## src/rtl/led_matrix_scanner_if.sv

```systemverilog
`default_nettype none
// +----------------------------------------------------------------------------+
// | led_matrix_scanner_if : frame handoff from game logic to the LED scanner    |
// | Revision: 1.0                                                               |
// +----------------------------------------------------------------------------+
interface led_matrix_scanner_if #(
    parameter int N = 15
);
    logic [N*N-1:0] cells_in;
    logic           cells_valid;
    logic           cells_ready;

    modport master (
        output cells_in,
        output cells_valid,
        input  cells_ready
    );

    modport slave (
        input  cells_in,
        input  cells_valid,
        output cells_ready
    );
endinterface
`default_nettype wire

```

## src/rtl/led_matrix_scanner.sv

```systemverilog
`default_nettype none
// +----------------------------------------------------------------------------+
// | led_matrix_scanner : double-buffered row-multiplexed N x N LED driver       |
// | Optional macro LED_SCANNER_BLANKING_EN adds one blank cycle between rows.   |
// | Revision: 1.0                                                               |
// +----------------------------------------------------------------------------+
module led_matrix_scanner #(
    parameter int N               = 15,
    parameter int DISPLAY_DIVIDER = 8
) (
    input  wire logic                 clk,
    input  wire logic                 rst,
    led_matrix_scanner_if.slave       cells_if,
    output logic [N-1:0]              rows,
    output logic [N-1:0]              cols,
    output logic                      frame_start,
    output logic [$clog2(N)-1:0]      row_idx
);

    localparam int             RW        = $clog2(N);
    localparam int             DW        = (DISPLAY_DIVIDER > 0) ? DISPLAY_DIVIDER : 1;
    localparam logic [DW-1:0]  DWELL_MAX = DW'((1 << DISPLAY_DIVIDER) - 1);
    localparam logic [RW-1:0]  ROW_LAST  = RW'(N - 1);

    typedef enum logic [1:0] {
        ST_START = 2'd0,
`ifdef LED_SCANNER_BLANKING_EN
        ST_BLANK = 2'd2,
`endif
        ST_SCAN  = 2'd1
    } state_t;

    state_t           state_q, state_d;
    logic [N*N-1:0]   display_q, display_d;
    logic [N*N-1:0]   staging_q, staging_d;
    logic             pending_q, pending_d;
    logic [RW-1:0]    row_q, row_d;
    logic [DW-1:0]    dwell_q, dwell_d;
    logic [N-1:0]     rows_q, rows_d;
    logic [N-1:0]     cols_q, cols_d;
    logic             frame_start_q, frame_start_d;
    logic [RW-1:0]    row_idx_q;
    logic             w_accept;
    logic             w_swap;

    assign w_accept             = cells_if.cells_valid && !pending_q;
    assign cells_if.cells_ready = !pending_q;

    always_comb begin
        state_d       = state_q;
        row_d         = row_q;
        dwell_d       = dwell_q;
        display_d     = display_q;
        staging_d     = staging_q;
        pending_d     = pending_q;
        frame_start_d = 1'b0;
        w_swap        = 1'b0;
        rows_d        = '0;
        cols_d        = '1;

        case (state_q)
            ST_START: begin
                state_d       = ST_SCAN;
                row_d         = ROW_LAST;
                dwell_d       = '0;
                w_swap        = pending_q;
                frame_start_d = 1'b1;
            end
            ST_SCAN: begin
                if (dwell_q == DWELL_MAX) begin
                    dwell_d = '0;
                    if (row_q == '0) begin
                        row_d  = ROW_LAST;
                        w_swap = pending_q;
`ifndef LED_SCANNER_BLANKING_EN
                        frame_start_d = 1'b1;
`endif
                    end else begin
                        row_d = row_q - 1'b1;
                    end
`ifdef LED_SCANNER_BLANKING_EN
                    state_d = ST_BLANK;
`endif
                end else begin
                    dwell_d = dwell_q + 1'b1;
                end
            end
`ifdef LED_SCANNER_BLANKING_EN
            ST_BLANK: begin
                state_d       = ST_SCAN;
                frame_start_d = (row_q == ROW_LAST);
            end
`endif
            default: begin
                state_d = ST_START;
            end
        endcase

        // Accept and swap are mutually exclusive: swap needs pending_q, accept needs !pending_q.
        if (w_accept) begin
            staging_d = cells_if.cells_in;
            pending_d = 1'b1;
        end
        if (w_swap) begin
            display_d = staging_q;
            pending_d = 1'b0;
        end

        if (state_d == ST_SCAN) begin
            rows_d = N'(1) << row_d;
            cols_d = ~display_d[int'(row_d)*N +: N];
        end
    end

    always_ff @(posedge clk) begin
        if (rst) begin
            state_q       <= ST_START;
            display_q     <= '0;
            staging_q     <= '0;
            pending_q     <= 1'b0;
            row_q         <= ROW_LAST;
            dwell_q       <= '0;
            rows_q        <= '0;
            cols_q        <= '1;
            frame_start_q <= 1'b0;
            row_idx_q     <= ROW_LAST;
        end else begin
            state_q       <= state_d;
            display_q     <= display_d;
            staging_q     <= staging_d;
            pending_q     <= pending_d;
            row_q         <= row_d;
            dwell_q       <= dwell_d;
            rows_q        <= rows_d;
            cols_q        <= cols_d;
            frame_start_q <= frame_start_d;
            row_idx_q     <= row_d;
        end
    end

    assign rows        = rows_q;
    assign cols        = cols_q;
    assign frame_start = frame_start_q;
    assign row_idx     = row_idx_q;

endmodule
`default_nettype wire

```

## src/flat_wrapper.sv

```systemverilog
// flat-port wrapper written by rule: the top's interface ports become plain ports
module led_matrix_scanner_flat 
#(
    parameter int N               = 15,
    parameter int DISPLAY_DIVIDER = 8
)
  (clk, rst, rows, cols, frame_start, row_idx, cells_if_cells_in, cells_if_cells_valid, cells_if_cells_ready);
  led_matrix_scanner_if #(.N(N)) cells_if_i ();
  input  wire logic clk;
  input  wire logic rst;
  output logic [N-1:0] rows;
  output logic [N-1:0] cols;
  output logic frame_start;
  output logic [$clog2(N)-1:0] row_idx;
  input wire logic [$bits(cells_if_i.cells_in)-1:0] cells_if_cells_in;
  input wire logic [$bits(cells_if_i.cells_valid)-1:0] cells_if_cells_valid;
  output wire logic [$bits(cells_if_i.cells_ready)-1:0] cells_if_cells_ready;
  assign cells_if_i.cells_in = cells_if_cells_in;
  assign cells_if_i.cells_valid = cells_if_cells_valid;
  assign cells_if_cells_ready = cells_if_i.cells_ready;
  led_matrix_scanner #(.N(N), .DISPLAY_DIVIDER(DISPLAY_DIVIDER)) u_core (.clk(clk), .rst(rst), .cells_if(cells_if_i), .rows(rows), .cols(cols), .frame_start(frame_start), .row_idx(row_idx));
endmodule
```

## config.mk

```make
export PLATFORM = sky130hd
export DESIGN_NAME = led_matrix_scanner_flat
export DESIGN_NICKNAME = d
export VERILOG_FILES = /design/src/rtl/led_matrix_scanner_if.sv /design/src/rtl/led_matrix_scanner.sv /design/src/flat_wrapper.sv
export SDC_FILE = /design/constraint.sdc
export NUM_CORES = 1
export LEC_CHECK = 0
export BUFFER_PORTS_ARGS = -buffer_cell sky130_fd_sc_hd__buf_2
export CAP_MARGIN = 20
export CORE_UTILIZATION = 57
export CTS_CLUSTER_SIZE = 20
export DETAILED_ROUTE_END_ITERATION = 8
export MAX_ROUTING_LAYER = met4
export PLACE_DENSITY = 0.86
export SYNTH_ARGS = -nofsm -noshare
export SYNTH_HDL_FRONTEND = slang
export SYNTH_SLANG_ARGS = --single-unit
```

## constraint.sdc

```tcl
create_clock -name clk -period 3.35 [get_ports clk]
set_input_delay 0.5025 -clock clk [delete_from_list [all_inputs] [get_ports clk]]
set_output_delay 0.5025 -clock clk [all_outputs]
set_load 0.02 [all_outputs]
```

==> results.toml <==
[status]
run_status = "finished clean"

[worst_setup_path]
startpoint_type = "register"
critical_path_class = "reg -> reg"
arrival_ps = 3790
r2r-end = "u_core.cols[3]"
crit_start = "u_core.dwell_q[0]"
critPathMaxFanout = 37
reg2reg_from = "u_core.dwell_q[0]"
cp.required_ps = 3880
crit_path_cell_trace = "ha_1 > nand4_1 > o221ai_1 > nand2_4 > buf_12 > buf_4 > a211oi_1 > a31oi_1 > o21ai_0 > and4_1"
ff2ff_setup_slack_ps = 90
worstRegToRegCells = 10
crit_slowest_cell = "o21ai_0"
crit_path_end_kind = "register"
slowest_delay_ps = 490

[finish]
drive_gt1_share_pct = 15.0
area_delta_synth_final_pct = 17.4
finalNonFillerCells = 3232
fin_nets = 2975
finish.instance_area_um2 = 23000
num_antenna_cells = 0
final_util_pct = 68.2

[min_path]
whs_path_depth = 3
min_path_type = "in -> reg"
hp-start = "cells_if_cells_in[176]"
whs_endpoint = "u_core.staging_q[176]"

[timing]
skew_ps = 11.8
setup_ws_ps = 89.5
setup-violations-final = 0
rsz0062_at_grt = "false"
setup_tns_ps = 0
period_minus_slack_ps = 3260
maxSlewHeadroom_pct = 27.4
fmax_mhz = 307
worst_slew_pin_slew_ps = 1090
slew_violations = 0
finalCritPeriodShare_pct = 97.3
hold_viol_final = 0

[placed_design]
placed_area_um2 = 21200
portBuffers = 263
gp_congestion = 1.02
pre_cts_ws_ps = 229
dp_cells = 3141
dp_hpwl_mm = 40.5

[floorplan]
io_pins = 264
fp.dieH_um = 187
die_area_um2 = 35100
initial_core_util_pct = 58.1
rows = 67
core-area_um2 = 33700
die_w_um = 187

[synthesis]
synth_area_leader_cell = "dfxtp_1"
synthTopCellsByArea = "dfxtp_1, nand2_1, a21oi_1"
synthCells = 2588
yosysWarningCount = 0
synth.distinct_cells = 59
syn_area_per_cell_um2 = 7.56
async_flop_share_pct = 0
synth_commonest_cells = "nand2_1, dfxtp_1, a21oi_1, clkbuf_1"
syn_nets = 2818
syn_area_um2 = 19600
ys.flop_type = "dfxtp_1"
synth_edf_count = 0
synth_top_area_share_pct = 50.7
yosys_register_bits = 496
ys_seq_area_share_pct = 50.7
yosysMostFrequentCell = "nand2_1"

[pwr]
clkPwrFrac_pct = 45.8
comb_power_share_pct = 6.5
switching_power_mw = 3.06
p_int_mw = 10.1
ir_drop_mv = 0.426
p_per_area_nw_per_um2 = 571
leakage_nw = 8.61
sw_frac_of_total_pct = 23.3
seq_power_share_pct = 47.8

[cts]
hold_buffers = 0
post_cts_resized = 0
htree_levels = 2
post_cts_buffers = 0
clock_latency_ps = 590
numCtsBuffers = 50
tritoncts = "yes"
clock_tree.buffer_depth = 3
clockRootBuffer = "clkbuf_16"
numClockSinks = 496
cts.clk_slew.worst_paths_ps = 60

[run]
drv_cap = 0

[grt]
grt_pass1_wl_mm = 91.0
grt_max_degree = 182
antenna_found_initial = 0
grt-ovfl-total = 0
grt_pass1_vias = 17100
grtUsageTotal_pct = 33.5

[drt]
post_drt_wl_per_cell_um = 18.2
drc = 0
drt_iter0_markers = 2008
totalWireLength_mm = 58.7
vias = 18800
drtPass1Iterations = 6
viasPerCell = 5.82
ant_nets = 0
logic make-up (layout without fill, tap and decap cells):
group | Yosys count | after routing | synth area share [%]
AND/OR/NAND/NOR | 1183 | 1183 | 24.2
XOR/XNOR | 1 | 1 | 0.0448
flip-flops | 496 | 496 | 50.7
AO/OA/AOI/OAI | 661 | 661 | 18.7
buffers and inverters | 214 | 410 | 4.53
multiplexers | 30 | 30 | 1.66
adder cells (fa/ha/maj) | 2 | 2 | 0.128
other | 1 | 1 | 0.0192
sequential cells by signal, summed over array words and instances (netlist names), 2 cells and up:
| register | count |
|---|---|
| u_core.display_q | 225 |
| u_core.row_q | 4 |
| u_core.dwell_q | 8 |
| u_core.rows | 15 |
| u_core.state_q | 2 |
| u_core.cols | 15 |
| u_core.staging_q | 225 |
power groups by stage:
stage | sequential (mW) | combinational [mW] | clock (mW)
2_1_floorplan | 6.32 | 0.545 | 0
3_3_place_gp | 6.38 | 0.811 | 0
3_5_place_dp | 6.38 | 0.833 | 0
4_1_cts | 6.26 | 0.841 | 6.04
5_1_grt | 6.28 | 0.941 | 6.29
6_report | 6.27 | 0.847 | 6.00
worst max-delay path: cells and delay by family, from the launching register on:
kind | cells | cell delay [ps]
fa+ha+maj | 1 | 260
buf+inv | 2 | 430
flops | 1 | 390
compound gates | 4 | 1170
simple gates | 3 | 920
through the flow:
stage               hold slack [ps]  total power [mW]
floorplan                       432              6.86
global placement                438              7.19
detailed placement              442              7.22
CTS                             138              13.1
global route                    153              13.5
finish                          148              13.1
cell usage in the layout (no fill, tap or decap), drive strengths merged, types with 5 or more instances in the layout:
cell type	Yosys	final
mux2i	28	28
dfxtp	496	496
a31oi	45	45
nand2b	5	5
nand2	1041	1041
bufinv	0	7
nor2	46	46
buf	59	314
a211oi	31	31
clkinv	0	11
nand3	9	9
and3	43	43
o22ai	9	9
a311oi	9	9
clkbuf	150	70
nor3	9	9
o21ai	51	51
a21oi	465	465
inv	5	6
a22oi	6	6
and4	6	6
a2111oi	5	5
nand4	8	8
o21bai	8	8
area by class of cell:
| class | count | area (µm²) |
|---|---|---|
| fillers | 2714 | 10700 |
| flip-flops and latches | 496 | 9930 |
| multi-input cells | 1878 | 8800 |
| repair buffers | 314 | 1870 |
| clock buffers | 70 | 1490 |
| well taps | 448 | 561 |
| clock inverters | 21 | 297 |
| inverters | 5 | 18.8 |
per-layer routing:
layer  wire length, µm  global-route usage [%]  vias up
met5                 0                       -        -
met4              2040                    12.9        0
met3              5270                    5.25      134
met2             26600                    51.2      917
met1             24700                    44.5     8824
li1                  -                       -     8928
worst max path at each step:
stage	to	slack [ps]	cells after the start
global placement	u_core.cols[3]	250	10
detailed placement	u_core.cols[3]	230	10
floorplan	u_core.cols[13]	840	11
global route	u_core.cols[3]	8	10
CTS	u_core.cols[3]	150	10
finish	u_core.cols[3]	90	10
Note: power is estimated with default switching activity, not from simulation.
